===== config.mk =====
export PLATFORM = sky130hd
export DESIGN_NAME = fifo_wr_arbiter
export DESIGN_NICKNAME = d
export VERILOG_FILES = /design/src/rtl/fifo_wr_arbiter_pkg.sv /design/src/rtl/fifo_wr_arbiter.sv
export SDC_FILE = /design/constraint.sdc
export NUM_CORES = 1
export LEC_CHECK = 0
export ABC_AREA = 1
export CAP_MARGIN = 30
export CORE_ASPECT_RATIO = 0.6
export CORE_UTILIZATION = 39
export DETAILED_ROUTE_END_ITERATION = 12
export PLACE_DENSITY = 0.75
export SYNTH_ARGS = -nofsm -noshare
export SYNTH_HDL_FRONTEND = slang
export SYNTH_SLANG_ARGS = --single-unit

===== constraint.sdc =====
create_clock -name i_CLK -period 1.2 [get_ports i_CLK]
set_clock_uncertainty 0.15 [all_clocks]
set_input_delay 0.24 -clock i_CLK [delete_from_list [all_inputs] [get_ports i_CLK]]
set_output_delay 0.24 -clock i_CLK [all_outputs]
set_load 0.02 [all_outputs]

===== src/rtl/fifo_wr_arbiter_pkg.sv =====
// Shared definitions for the FIFO write-side arbiter: FSM state encoding
// and the identifiers recorded in the last-grant flag.
package fifo_wr_arbiter_pkg;

   typedef enum logic [1:0] {
      IDLE  = 2'd0,
      WR_LO = 2'd1,
      WR_HI = 2'd2,
      WR_RF = 2'd3
   } state_t;

   localparam logic GNT_ALU = 1'b0;
   localparam logic GNT_RF  = 1'b1;

endpackage


===== src/rtl/fifo_wr_arbiter.sv =====
// FIFO write-side arbiter: round-robin between an ALU requester (two FIFO
// words, low byte first) and a register-file requester (one FIFO word).
// A granted request is latched into a holding register and then drained
// one word per cycle, stalling while the FIFO reports full.
module fifo_wr_arbiter
   import fifo_wr_arbiter_pkg::*;
#(
   parameter int DATA_WIDTH = 8,
   parameter int ALU_WIDTH  = 2 * DATA_WIDTH
) (
   input  logic                  i_CLK,
   input  logic                  i_RST,
   input  logic                  i_ALU_VLD,
   input  logic [ALU_WIDTH-1:0]  i_ALU_DATA,
   input  logic                  i_RF_VLD,
   input  logic [DATA_WIDTH-1:0] i_RF_DATA,
   input  logic                  i_FULL,
   output logic                  o_ALU_ACK,
   output logic                  o_RF_ACK,
   output logic                  o_W_INC,
   output logic [DATA_WIDTH-1:0] o_WR_DATA,
   output logic                  o_BUSY
);

   state_t                state_q, state_d;
   logic [ALU_WIDTH-1:0]  hold_q, hold_d;
   logic                  last_gnt_q, last_gnt_d;
   logic                  alu_gnt, rf_gnt;
   logic                  wr_active;

   // Any non-IDLE state has a word waiting for the FIFO.
   assign wr_active = (state_q != IDLE);
   assign o_BUSY    = wr_active;
   assign o_W_INC   = wr_active && !i_FULL;

   // Acks follow the grant decision in the same cycle; held low while reset
   // is asserted so the requesters never see a capture that did not happen.
   assign o_ALU_ACK = alu_gnt && !i_RST;
   assign o_RF_ACK  = rf_gnt  && !i_RST;

   // Next-state: round-robin grant in IDLE, one word per non-full cycle otherwise.
   always_comb begin
      state_d    = state_q;
      hold_d     = hold_q;
      last_gnt_d = last_gnt_q;
      alu_gnt    = 1'b0;
      rf_gnt     = 1'b0;
      case (state_q)
         IDLE: begin
            if (i_ALU_VLD && i_RF_VLD) begin
               // Both waiting: favour whoever did not win last time.
               if (last_gnt_q == GNT_ALU) rf_gnt  = 1'b1;
               else                       alu_gnt = 1'b1;
            end else if (i_ALU_VLD) begin
               alu_gnt = 1'b1;
            end else if (i_RF_VLD) begin
               rf_gnt = 1'b1;
            end

            if (alu_gnt) begin
               state_d    = WR_LO;
               hold_d     = i_ALU_DATA;
               last_gnt_d = GNT_ALU;
            end else if (rf_gnt) begin
               state_d    = WR_RF;
               hold_d     = {{(ALU_WIDTH-DATA_WIDTH){1'b0}}, i_RF_DATA};
               last_gnt_d = GNT_RF;
            end
         end
         WR_LO:   if (!i_FULL) state_d = WR_HI;
         WR_HI:   if (!i_FULL) state_d = IDLE;
         WR_RF:   if (!i_FULL) state_d = IDLE;
         default: state_d = IDLE;
      endcase
   end

   // Write data: pick the holding-register byte that belongs to the current state.
   always_comb begin
      o_WR_DATA = '0;
      case (state_q)
         WR_LO:   o_WR_DATA = hold_q[DATA_WIDTH-1:0];
         WR_HI:   o_WR_DATA = hold_q[ALU_WIDTH-1:DATA_WIDTH];
         WR_RF:   o_WR_DATA = hold_q[DATA_WIDTH-1:0];
         default: o_WR_DATA = '0;
      endcase
   end

   // State, holding register and last-grant flag; reset aborts any transfer.
   always_ff @(posedge i_CLK or posedge i_RST) begin
      if (i_RST) begin
         state_q    <= IDLE;
         hold_q     <= '0;
         last_gnt_q <= GNT_ALU;
      end else begin
         state_q    <= state_d;
         hold_q     <= hold_d;
         last_gnt_q <= last_gnt_d;
      end
   end

endmodule


### Yosys cells after proc, flatten, opt, wreduce, memory -nomap -nowiden

Cells that the tools add are included.

| word-level totals | value |
|---|---|
| flip-flop bits (word level) | 19 |
| output and inout bits | 12 |

| cells by class | value |
|---|---|
| eq/ne operators | 6 |
| mux-type cells | 21 |
| reductions and logical operators | 13 |

Operator list:

| operator | number |
|---|---|
| $mux W16 | 2 |
| $pmux W8 S2 | 1 |
| $mux W1 | 13 |
| $mux W2 | 4 |
| $pmux W2 S3 | 1 |
| $eq A2 B2 Y1 const B | 2 |
| $logic_and A1 B1 Y1 | 4 |
| $ne A2 B2 Y1 const B | 2 |
| $reduce_bool A2 Y1 | 2 |
| $reduce_or A2 Y1 | 2 |
| $ne A3 B2 Y1 const B | 1 |
| $reduce_and A3 Y1 | 1 |
| $eq A2 B1 Y1 const B | 1 |
| $logic_not A1 Y1 | 2 |
| $logic_not A2 Y1 | 1 |
| $reduce_and A2 Y1 | 1 |

### Longest topological paths before layout

Gate-level depths: netlist (run 1).

| depth | value |
|---|---|
| word-level depth | 7 |
| gate-level depth with buffers | 7 |
| depth with buffers taken out | 6 |

### Worst setup path after synthesis (run 1)

No wires, ideal clock.

| timing path | value |
|---|---|
| path kind | register to output |
| from | register state_q[0] |
| to | output o_WR_DATA[4] |
| arrival time | 1.224 ns |
| data required time | 0.810 ns |
| setup slack | -0.414 ns |
| stages on the path, launching flop included | 5 |
| cell sequence | dfrtp_1 buf_4 inv_1 nand2_1 o21ai_0 |

| between the ends | value |
|---|---|
| word-level cells in the longest chain between the ends | 3 |
| elaborated cells on any way between the ends | 5 |
| those cells by class | eq/ne: 3; mux: 1; reduce/logical: 1 |

RTL lines:

| what | RTL line | source |
|---|---|---|
| start: declaration | fifo_wr_arbiter.sv:25 | `state_t state_q, state_d;` |
| start signal: assignment | fifo_wr_arbiter.sv:95 | `state_q <= state_d;` |
| $eq A2 B2 Y1 or $eq A2 B1 Y1 (tied branches) | fifo_wr_arbiter.sv:80 | `case (state_q)` |
| $reduce_or A2 Y1 (no source line) | -- |  |
| $pmux W8 S2 (*) | fifo_wr_arbiter.sv:80 |  |
| end: declaration | fifo_wr_arbiter.sv:21 | `output logic [DATA_WIDTH-1:0] o_WR_DATA,` |

Every way passes the cells marked *; elsewhere a longest branch is shown, timed or not.

### Worst setup path after layout (run 1)

| timing path | value |
|---|---|
| from | register state_q[1] |
| to | output o_RF_ACK |

| between the ends | value |
|---|---|
| word-level cells in the longest chain between the ends | 3 |

RTL lines:

| what | RTL line | source |
|---|---|---|
| $logic_not A2 Y1 | fifo_wr_arbiter.sv:48 | `case (state_q)` |
| $mux W1 | fifo_wr_arbiter.sv:48 |  |
| $logic_and A1 B1 Y1 | fifo_wr_arbiter.sv:39 | `assign o_RF_ACK = rf_gnt && !i_RST;` |
| end: declaration | fifo_wr_arbiter.sv:19 | `output logic o_RF_ACK,` |

No other way between the ends.

==> results of run 1 <==
metrics by stage:
stage | util (%) | worst slack, ns | cell area, µm²
2_1_floorplan | - | -0.2397 | 1119
3_3_place_gp | 66.80 | -0.9244 | 1697
3_5_place_dp | 66.80 | -0.9936 | 1697
4_1_cts | 72.66 | -0.5167 | 1846
5_1_grt | 76.31 | -0.5575 | 1938
6_report | 76.31 | -0.5079 | 1938
timing repair:
| action | in CTS | in global routing |
|---|---|---|
| hold endpoints to repair | 0 | 0 |
| setup endpoints to repair | 31 | 31 |
| resized for setup | 82 | 20 |
| pin swaps | 5 | 5 |
| setup buffers | 9 | 5 |
| gates cloned | 1 | 0 |
power by group:
part / internal, W / switching, W / total (W)
combinational: 0.00156 / 0.00152 / 0.00308
clock: 0.000237 / 0.000233 / 0.000469
sequential: 0.000949 / 0.000224 / 0.00117
cells in the mapped netlist, drive strengths merged:
| cell | count | share of area, % |
|---|---|---|
| nand2 | 51 | 18 |
| nand3 | 23 | 11 |
| dfrtp | 19 | 45 |
| inv | 16 | 5.6 |
| o21ai | 11 | 5.2 |
| nor2 | 8 | 5.1 |
| buf | 7 | 4.6 |
| nand3b | 6 | 4.2 |
| nand4 | 2 | 1.2 |
| a21oi | 1 | 0.47 |
registers in the layout, indices dropped and copies added, names as in the netlist:
register and cells:
hold_q 16, state_q 2, last_gnt_q 1
routing by layer:
metal | track usage [%] | part of all wire [%] | up-vias
li1 | - | - | 601
met1 | 33.99 | 45 | 601
met2 | 42.52 | 49 | 51
met3 | 6.490 | 5.5 | 2
met4 | 4.898 | 0.53 | 0
met5 | 0 | 0 | -
final timing paths:
check,to,slack [ns],cells past startpoint
worst max-delay path,o_RF_ACK,-0.51,6
worst min-delay path,last_gnt_q$_DFFE_PP0P_,0.31,3
worst max register to register,hold_q[0]$_DFFE_PP0P_,-0.37,8
worst min register to register,hold_q[6]$_DFFE_PP0P_,0.34,2
max in group asynchronous,state_q[0]$_DFFE_PP0P_,0.44,3
min in group i_CLK,hold_q[6]$_DFFE_PP0P_,0.34,2
final cells by class:
class,count,area [µm²]
clock buffers,4,45.04
fillers,175,601.8
inverters,16,62.56
multi-input cells,102,581.8
flip-flops and latches,19,478.0
well taps,32,40.04
repair buffers,76,730.7
cells by family after synthesis:
group / count (synthesis)
flip-flops: 19
AND/OR/NAND/NOR: 90
AO/OA/AOI/OAI: 12
buffers and inverters: 23
worst min-delay path, stage by stage:
cell and delay, ns:
sky130_fd_sc_hd__clkdlybuf4s50_1 0.51, sky130_fd_sc_hd__inv_1 0.14, sky130_fd_sc_hd__buf_12 0.17
==> run_summary.xml, run 1 <==
<?xml version="1.0" encoding="UTF-8"?>
<metrics>
  <group name="grt">
    <metric name="grt_max_degree" unit="">20</metric>
    <metric name="grt-ovfl-total" unit="">0</metric>
    <metric name="grt_pass1_wl" unit="µm">5775</metric>
    <metric name="global_route.usage.total" unit="%">25.53</metric>
    <metric name="antenna_found_initial" unit="">0</metric>
    <metric name="via_count_of_the_first_global_routing_pass" unit="">1239</metric>
  </group>
  <group name="yosys">
    <metric name="synth_compound_area_share" unit="%">5.640</metric>
    <metric name="yosys-mux-area-fraction" unit="%">0</metric>
    <metric name="synth_xor_xnor_area_share" unit="%">0</metric>
    <metric name="synth_fp_nets" unit="">173</metric>
    <metric name="dominant_combinational_cell_family_by_area_after_synthesis" unit="">simple AND/OR/NAND/NOR gates</metric>
    <metric name="syn_inst" unit="">144</metric>
    <metric name="synth-seq-area-share" unit="%">44.65</metric>
    <metric name="synth-simple-area-share" unit="%">39.48</metric>
    <metric name="synth_cell_types" unit="">17</metric>
    <metric name="ys_warn_count" unit="">0</metric>
    <metric name="netlist_area" unit="mm²">0.001065</metric>
    <metric name="adder_cell_share_of_the_synthesized_area" unit="%">0</metric>
    <metric name="syn_area_per_cell" unit="µm²">7.394</metric>
    <metric name="synth_seq_cells" unit="">19</metric>
  </group>
  <group name="run">
    <metric name="maxcap_viol_count" unit="">0</metric>
  </group>
  <group name="sta">
    <metric name="timing.slew.headroom" unit="%">84.95</metric>
    <metric name="fin_setup_tns" unit="ns">-11.26</metric>
    <metric name="final-max-slew-violation-count" unit="">0</metric>
    <metric name="fin_hold_ws" unit="ns">0.3076</metric>
    <metric name="hold_viol" unit="">0</metric>
    <metric name="worst_slew_pin_slew" unit="ns">0.2251</metric>
    <metric name="timing.final.crit_share" unit="%">142.3</metric>
    <metric name="worst_setup_slack_after_layout" unit="ns">-0.5079</metric>
    <metric name="setup-violations-final" unit="">31</metric>
    <metric name="rsz_0062_raised_after_global_routing" unit="">yes</metric>
    <metric name="fmax" unit="GHz">0.5855</metric>
    <metric name="finalCriticalPeriod" unit="ns">1.708</metric>
  </group>
  <group name="worst_setup_path">
    <metric name="max_stage_delay" unit="ns">0.46</metric>
    <metric name="path_cells" unit="">nor2_8 -&gt; inv_4 -&gt; nor2_4 -&gt; nand2_2 -&gt; nor2_4 -&gt; buf_6</metric>
    <metric name="setup.worst_path.start" unit="">state_q[1]$_DFFE_PP0P_</metric>
    <metric name="timing.rr.start" unit="">state_q[1]$_DFFE_PP0P_</metric>
    <metric name="cp.buffers_inverters" unit="">2</metric>
    <metric name="worst_setup_path_start_kind" unit="">register</metric>
    <metric name="critPathTopFamily" unit="">flip-flops</metric>
    <metric name="worstSetupEndpointType" unit="">output pin</metric>
    <metric name="worst-setup-path-type" unit="">register to output pin</metric>
    <metric name="crit_slowest_cell" unit="">sky130_fd_sc_hd__dfrtp_2</metric>
    <metric name="timing.critical_path.mode_cell" unit="">sky130_fd_sc_hd__nor2_4</metric>
    <metric name="cp.required" unit="ns">0.81</metric>
    <metric name="worst_ep_arrival_time" unit="ns">1.32</metric>
    <metric name="timing.critical_path.fanout_max" unit="">4</metric>
  </group>
  <group name="die">
    <metric name="die-width" unit="µm">69.46</metric>
    <metric name="dieArea" unit="mm²">0.002950</metric>
    <metric name="core_region_area" unit="mm²">0.002540</metric>
    <metric name="die_height" unit="µm">42.48</metric>
    <metric name="io_pins" unit="">41</metric>
    <metric name="initial_core_util" unit="%">41.92</metric>
    <metric name="rows" unit="">14</metric>
  </group>
  <group name="final_layout">
    <metric name="num_antenna_cells" unit="">0</metric>
    <metric name="mostFrequentLayoutCells" unit="">sky130_fd_sc_hd__nand2_1, sky130_fd_sc_hd__clkdlybuf4s50_1, sky130_fd_sc_hd__buf_4</metric>
    <metric name="final_net_count" unit="">247</metric>
    <metric name="finish.cell_count_without_fillers" unit="">249</metric>
    <metric name="final_common_cell" unit="">sky130_fd_sc_hd__nand2_1</metric>
    <metric name="flow.area_growth_from_synthesis" unit="%">82.02</metric>
    <metric name="layout-drive-gt1-share" unit="%">38.25</metric>
  </group>
  <group name="clock_tree">
    <metric name="cts.clk_slew.worst_paths" unit="ns">0.08</metric>
    <metric name="clk_latency" unit="ns">0.26</metric>
    <metric name="clk_path_buf_depth" unit="">2</metric>
    <metric name="numClockSinks" unit="">19</metric>
    <metric name="clock_tree.htree_level_count" unit="">1</metric>
    <metric name="cts_buffers" unit="">3</metric>
    <metric name="clock_tree.root_cell" unit="">sky130_fd_sc_hd__clkbuf_8</metric>
    <metric name="clock_tree_from_tritoncts" unit="">done</metric>
    <metric name="holdBufCountCts" unit="">0</metric>
  </group>
  <group name="drt">
    <metric name="drt_pass1_iterations" unit="">4</metric>
    <metric name="vias" unit="">1255</metric>
    <metric name="post_route_wl" unit="µm">3606</metric>
    <metric name="drc" unit="">0</metric>
    <metric name="post_drt_via_cell_ratio" unit="">5.040</metric>
    <metric name="wire_per_inst" unit="µm">14.48</metric>
    <metric name="detail_route.iter0.violations" unit="">105</metric>
    <metric name="ant_nets" unit="">0</metric>
  </group>
  <group name="pwr">
    <metric name="worst_ir_drop_vdd" unit="mV">1.340</metric>
    <metric name="p_leak" unit="nW">0.9589</metric>
    <metric name="power_density" unit="mW/mm²">2435</metric>
    <metric name="report.power.total" unit="W">0.004720</metric>
  </group>
  <group name="placement">
    <metric name="final_weighted_congestion_in_routability_driven_placement" unit="">0.7551</metric>
    <metric name="io_buffer_count" unit="">40</metric>
    <metric name="dp_hpwl" unit="µm">2269</metric>
    <metric name="post-place-cells" unit="">233</metric>
  </group>
  <group name="outcome">
    <metric name="run_status" unit="">finished with violations</metric>
    <metric name="failed_checks" unit="">setup timing</metric>
  </group>
  <group name="worst_hold_path">
    <metric name="hold_path.class" unit="">input pin to async pin</metric>
  </group>
</metrics>
(Power assumes the default switching activity.)
==> inputs of run 2 (changes only) <==
--- a/config.mk
+++ b/config.mk
@@ -8,9 +8,10 @@
 export ABC_AREA = 1
 export CAP_MARGIN = 30
 export CORE_ASPECT_RATIO = 0.6
+export CORE_MARGIN = 8
 export CORE_UTILIZATION = 39
 export DETAILED_ROUTE_END_ITERATION = 12
-export PLACE_DENSITY = 0.75
+export PLACE_DENSITY_LB_ADDON = 0.3
 export SYNTH_ARGS = -nofsm -noshare
 export SYNTH_HDL_FRONTEND = slang
 export SYNTH_SLANG_ARGS = --single-unit
==> run 2 against run 1 <==
  * The run still ends with setup timing left
  * Die area rose by 60%
  * Clock power barely moved
  * Hold slack improved by 0.026 ns
  * Maximum frequency rose by 1.3%
  * First-iteration DRC count rose by 32%
  * Cell count did not move
  * Combinational power rose by 2%
  * Via count rose by 1.8%
  * Utilization fell by 0.28 points
  * Register-to-register slack got worse by 0.03 ns
  * Critical endpoint unchanged
  * Largest power group unchanged
==> run_summary.xml, run 2 (synthesis results as in run 1) <==
<?xml version="1.0" encoding="UTF-8"?>
<metrics>
  <group name="die">
    <metric name="die-width" unit="µm">83.46</metric>
    <metric name="io_pins" unit="">41</metric>
    <metric name="initial_core_util" unit="%">41.63</metric>
    <metric name="rows" unit="">14</metric>
    <metric name="dieArea" unit="mm²">0.004713</metric>
    <metric name="core_region_area" unit="mm²">0.002557</metric>
    <metric name="die_height" unit="µm">56.48</metric>
  </group>
  <group name="clock_tree">
    <metric name="clk_latency" unit="ns">0.27</metric>
    <metric name="clock_tree_from_tritoncts" unit="">done</metric>
    <metric name="cts.clk_slew.worst_paths" unit="ns">0.08</metric>
    <metric name="numClockSinks" unit="">19</metric>
    <metric name="holdBufCountCts" unit="">0</metric>
    <metric name="clk_path_buf_depth" unit="">2</metric>
    <metric name="clock_tree.root_cell" unit="">sky130_fd_sc_hd__clkbuf_8</metric>
    <metric name="cts_buffers" unit="">3</metric>
    <metric name="clock_tree.htree_level_count" unit="">1</metric>
  </group>
  <group name="sta">
    <metric name="hold_viol" unit="">0</metric>
    <metric name="fin_setup_tns" unit="ns">-11.54</metric>
    <metric name="timing.slew.headroom" unit="%">82.72</metric>
    <metric name="worst_setup_slack_after_layout" unit="ns">-0.4863</metric>
    <metric name="fmax" unit="GHz">0.5930</metric>
    <metric name="setup-violations-final" unit="">31</metric>
    <metric name="timing.final.crit_share" unit="%">140.5</metric>
    <metric name="worst_slew_pin_slew" unit="ns">0.2585</metric>
    <metric name="final-max-slew-violation-count" unit="">0</metric>
    <metric name="finalCriticalPeriod" unit="ns">1.686</metric>
    <metric name="rsz_0062_raised_after_global_routing" unit="">yes</metric>
  </group>
  <group name="drt">
    <metric name="drt_pass1_iterations" unit="">4</metric>
    <metric name="vias" unit="">1277</metric>
    <metric name="ant_nets" unit="">0</metric>
    <metric name="detail_route.iter0.violations" unit="">139</metric>
    <metric name="post_route_wl" unit="µm">4242</metric>
    <metric name="wire_per_inst" unit="µm">17.04</metric>
    <metric name="drc" unit="">0</metric>
    <metric name="post_drt_via_cell_ratio" unit="">5.129</metric>
  </group>
  <group name="grt">
    <metric name="antenna_found_initial" unit="">0</metric>
    <metric name="via_count_of_the_first_global_routing_pass" unit="">1379</metric>
    <metric name="grt_max_degree" unit="">20</metric>
    <metric name="groute.layer.met1.usage" unit="%">19.92</metric>
    <metric name="global_route.usage.total" unit="%">16.89</metric>
    <metric name="use_met3" unit="%">5.036</metric>
    <metric name="grt_pass1_wl" unit="µm">6582</metric>
    <metric name="grtUsageMet2" unit="%">29.14</metric>
    <metric name="global_route.peak_usage_layer" unit="">met2</metric>
    <metric name="grt-ovfl-total" unit="">0</metric>
  </group>
  <group name="final_layout">
    <metric name="largestRegisters" unit="">hold_q x16, state_q x2, last_gnt_q x1</metric>
    <metric name="flow.area_growth_from_synthesis" unit="%">82.61</metric>
    <metric name="num_antenna_cells" unit="">0</metric>
    <metric name="finish.cell_count_without_fillers" unit="">249</metric>
    <metric name="largest_register_ff_count" unit="">16</metric>
    <metric name="area_of_combinational_cells_with_multiple_inputs" unit="µm²">574.3</metric>
    <metric name="final_common_cell" unit="">sky130_fd_sc_hd__nand2_1</metric>
    <metric name="fill_cells" unit="">178</metric>
    <metric name="max_flop_register" unit="">hold_q</metric>
    <metric name="postLayoutCoreUtil" unit="%">76.03</metric>
    <metric name="mostFrequentLayoutCells" unit="">sky130_fd_sc_hd__nand2_1, sky130_fd_sc_hd__buf_4, sky130_fd_sc_hd__clkdlybuf4s50_1</metric>
    <metric name="layout-drive-gt1-share" unit="%">36.87</metric>
    <metric name="regArea" unit="µm²">478.0</metric>
    <metric name="final_net_count" unit="">247</metric>
  </group>
  <group name="worst_setup_path">
    <metric name="r2r_slack" unit="ns">-0.40</metric>
    <metric name="terminus_of_the_critical_flop_to_flop_path" unit="">hold_q[1]$_DFFE_PP0P_</metric>
    <metric name="worst_ep_arrival_time" unit="ns">1.30</metric>
    <metric name="worst_setup_path_start_kind" unit="">register</metric>
    <metric name="rr_worst_depth" unit="">7</metric>
    <metric name="cp.required" unit="ns">0.81</metric>
    <metric name="timing.critical_path.fanout_max" unit="">4</metric>
    <metric name="worst-setup-path-type" unit="">register to output pin</metric>
    <metric name="timing.rr.start" unit="">state_q[0]$_DFFE_PP0P_</metric>
    <metric name="worstSetupEndpointType" unit="">output pin</metric>
  </group>
  <group name="pwr">
    <metric name="power_density" unit="mW/mm²">2456</metric>
    <metric name="p_leak" unit="nW">0.9853</metric>
    <metric name="worst_ir_drop_vdd" unit="mV">1.458</metric>
  </group>
  <group name="placement">
    <metric name="final_weighted_congestion_in_routability_driven_placement" unit="">0.8354</metric>
    <metric name="io_buffer_count" unit="">40</metric>
    <metric name="post-place-cells" unit="">232</metric>
    <metric name="dp_hpwl" unit="µm">2718</metric>
  </group>
  <group name="run">
    <metric name="maxcap_viol_count" unit="">0</metric>
  </group>
  <group name="outcome">
    <metric name="failed_checks" unit="">setup timing</metric>
    <metric name="run_status" unit="">finished with violations</metric>
  </group>
  <group name="worst_hold_path">
    <metric name="hold_path.class" unit="">input pin to async pin</metric>
  </group>
</metrics>
==> run 2: repair_timing <==
action	in CTS	in global routing
setup endpoints to repair	31	31
pin swaps	4	5
gates resized for setup	81	16
buffers inserted	9	4
gates cloned	2	0
==> run 2: critical path, cell delays in order (launching register included) <==
cell	delay, ns
sky130_fd_sc_hd__dfrtp_2	0.47
sky130_fd_sc_hd__nor2_8	0.14
sky130_fd_sc_hd__inv_4	0.05
sky130_fd_sc_hd__nor2_4	0.09
sky130_fd_sc_hd__nand2_2	0.08
sky130_fd_sc_hd__nor2_4	0.08
sky130_fd_sc_hd__buf_6	0.12
==> run 2: how the worst max path moves through the flow <==
stage                                start   endpoint  slack [ns]  depth (start not counted)
floorplan           state_q[1]$_DFFE_PP0P_   o_RF_ACK       -0.24                          6
global placement                 i_ALU_VLD  o_ALU_ACK       -0.94                          6
detailed placement               i_ALU_VLD  o_ALU_ACK       -0.97                          6
CTS                 state_q[0]$_DFFE_PP0P_   o_RF_ACK       -0.49                          6
global route        state_q[0]$_DFFE_PP0P_   o_RF_ACK       -0.55                          6
finish              state_q[0]$_DFFE_PP0P_   o_RF_ACK       -0.49                          6
==> run 2: cell type report <==
type,count,area share [%]
clock inverters,1,0.2574
flip-flops and latches,19,24.58
well taps,32,2.059
multi-input cells,102,29.54
clock buffers,3,2.124
repair buffers,76,38.22
inverters,16,3.218
==> run 2: per-stage QoR <==
step / setup slack [ns] / total power, W / hold slack [ns] / cell area [µm²]
global placement: -0.9352 / 0.003481 / 0.3203 / 1689
floorplan: -0.2397 / 0.002482 / 0.04113 / 1119
global route: -0.5501 / 0.005055 / 0.3555 / 1944
finish: -0.4863 / 0.004775 / 0.3331 / 1944
detailed placement: -0.9694 / 0.003558 / 0.3266 / 1689
CTS: -0.4893 / 0.004522 / 0.3464 / 1878
==> run 2: power by group <==
part           internal, W  switching [W]  leakage [nW]
sequential        0.000949       0.000212         0.237
combinational      0.00157        0.00157         0.723
clock             0.000232       0.000238        0.0255
total              0.00275        0.00202         0.985
==> run 2: per-layer routing <==
| layer | vias to the layer above | share of wire (%) | routed length (µm) |
|---|---|---|---|
| li1 | 605 | - | - |
| met1 | 615 | 42 | 1789 |
| met2 | 51 | 50 | 2127 |
| met3 | 6 | 6.7 | 283 |
| met4 | 0 | 0.97 | 41 |
| met5 | - | 0 | 0 |
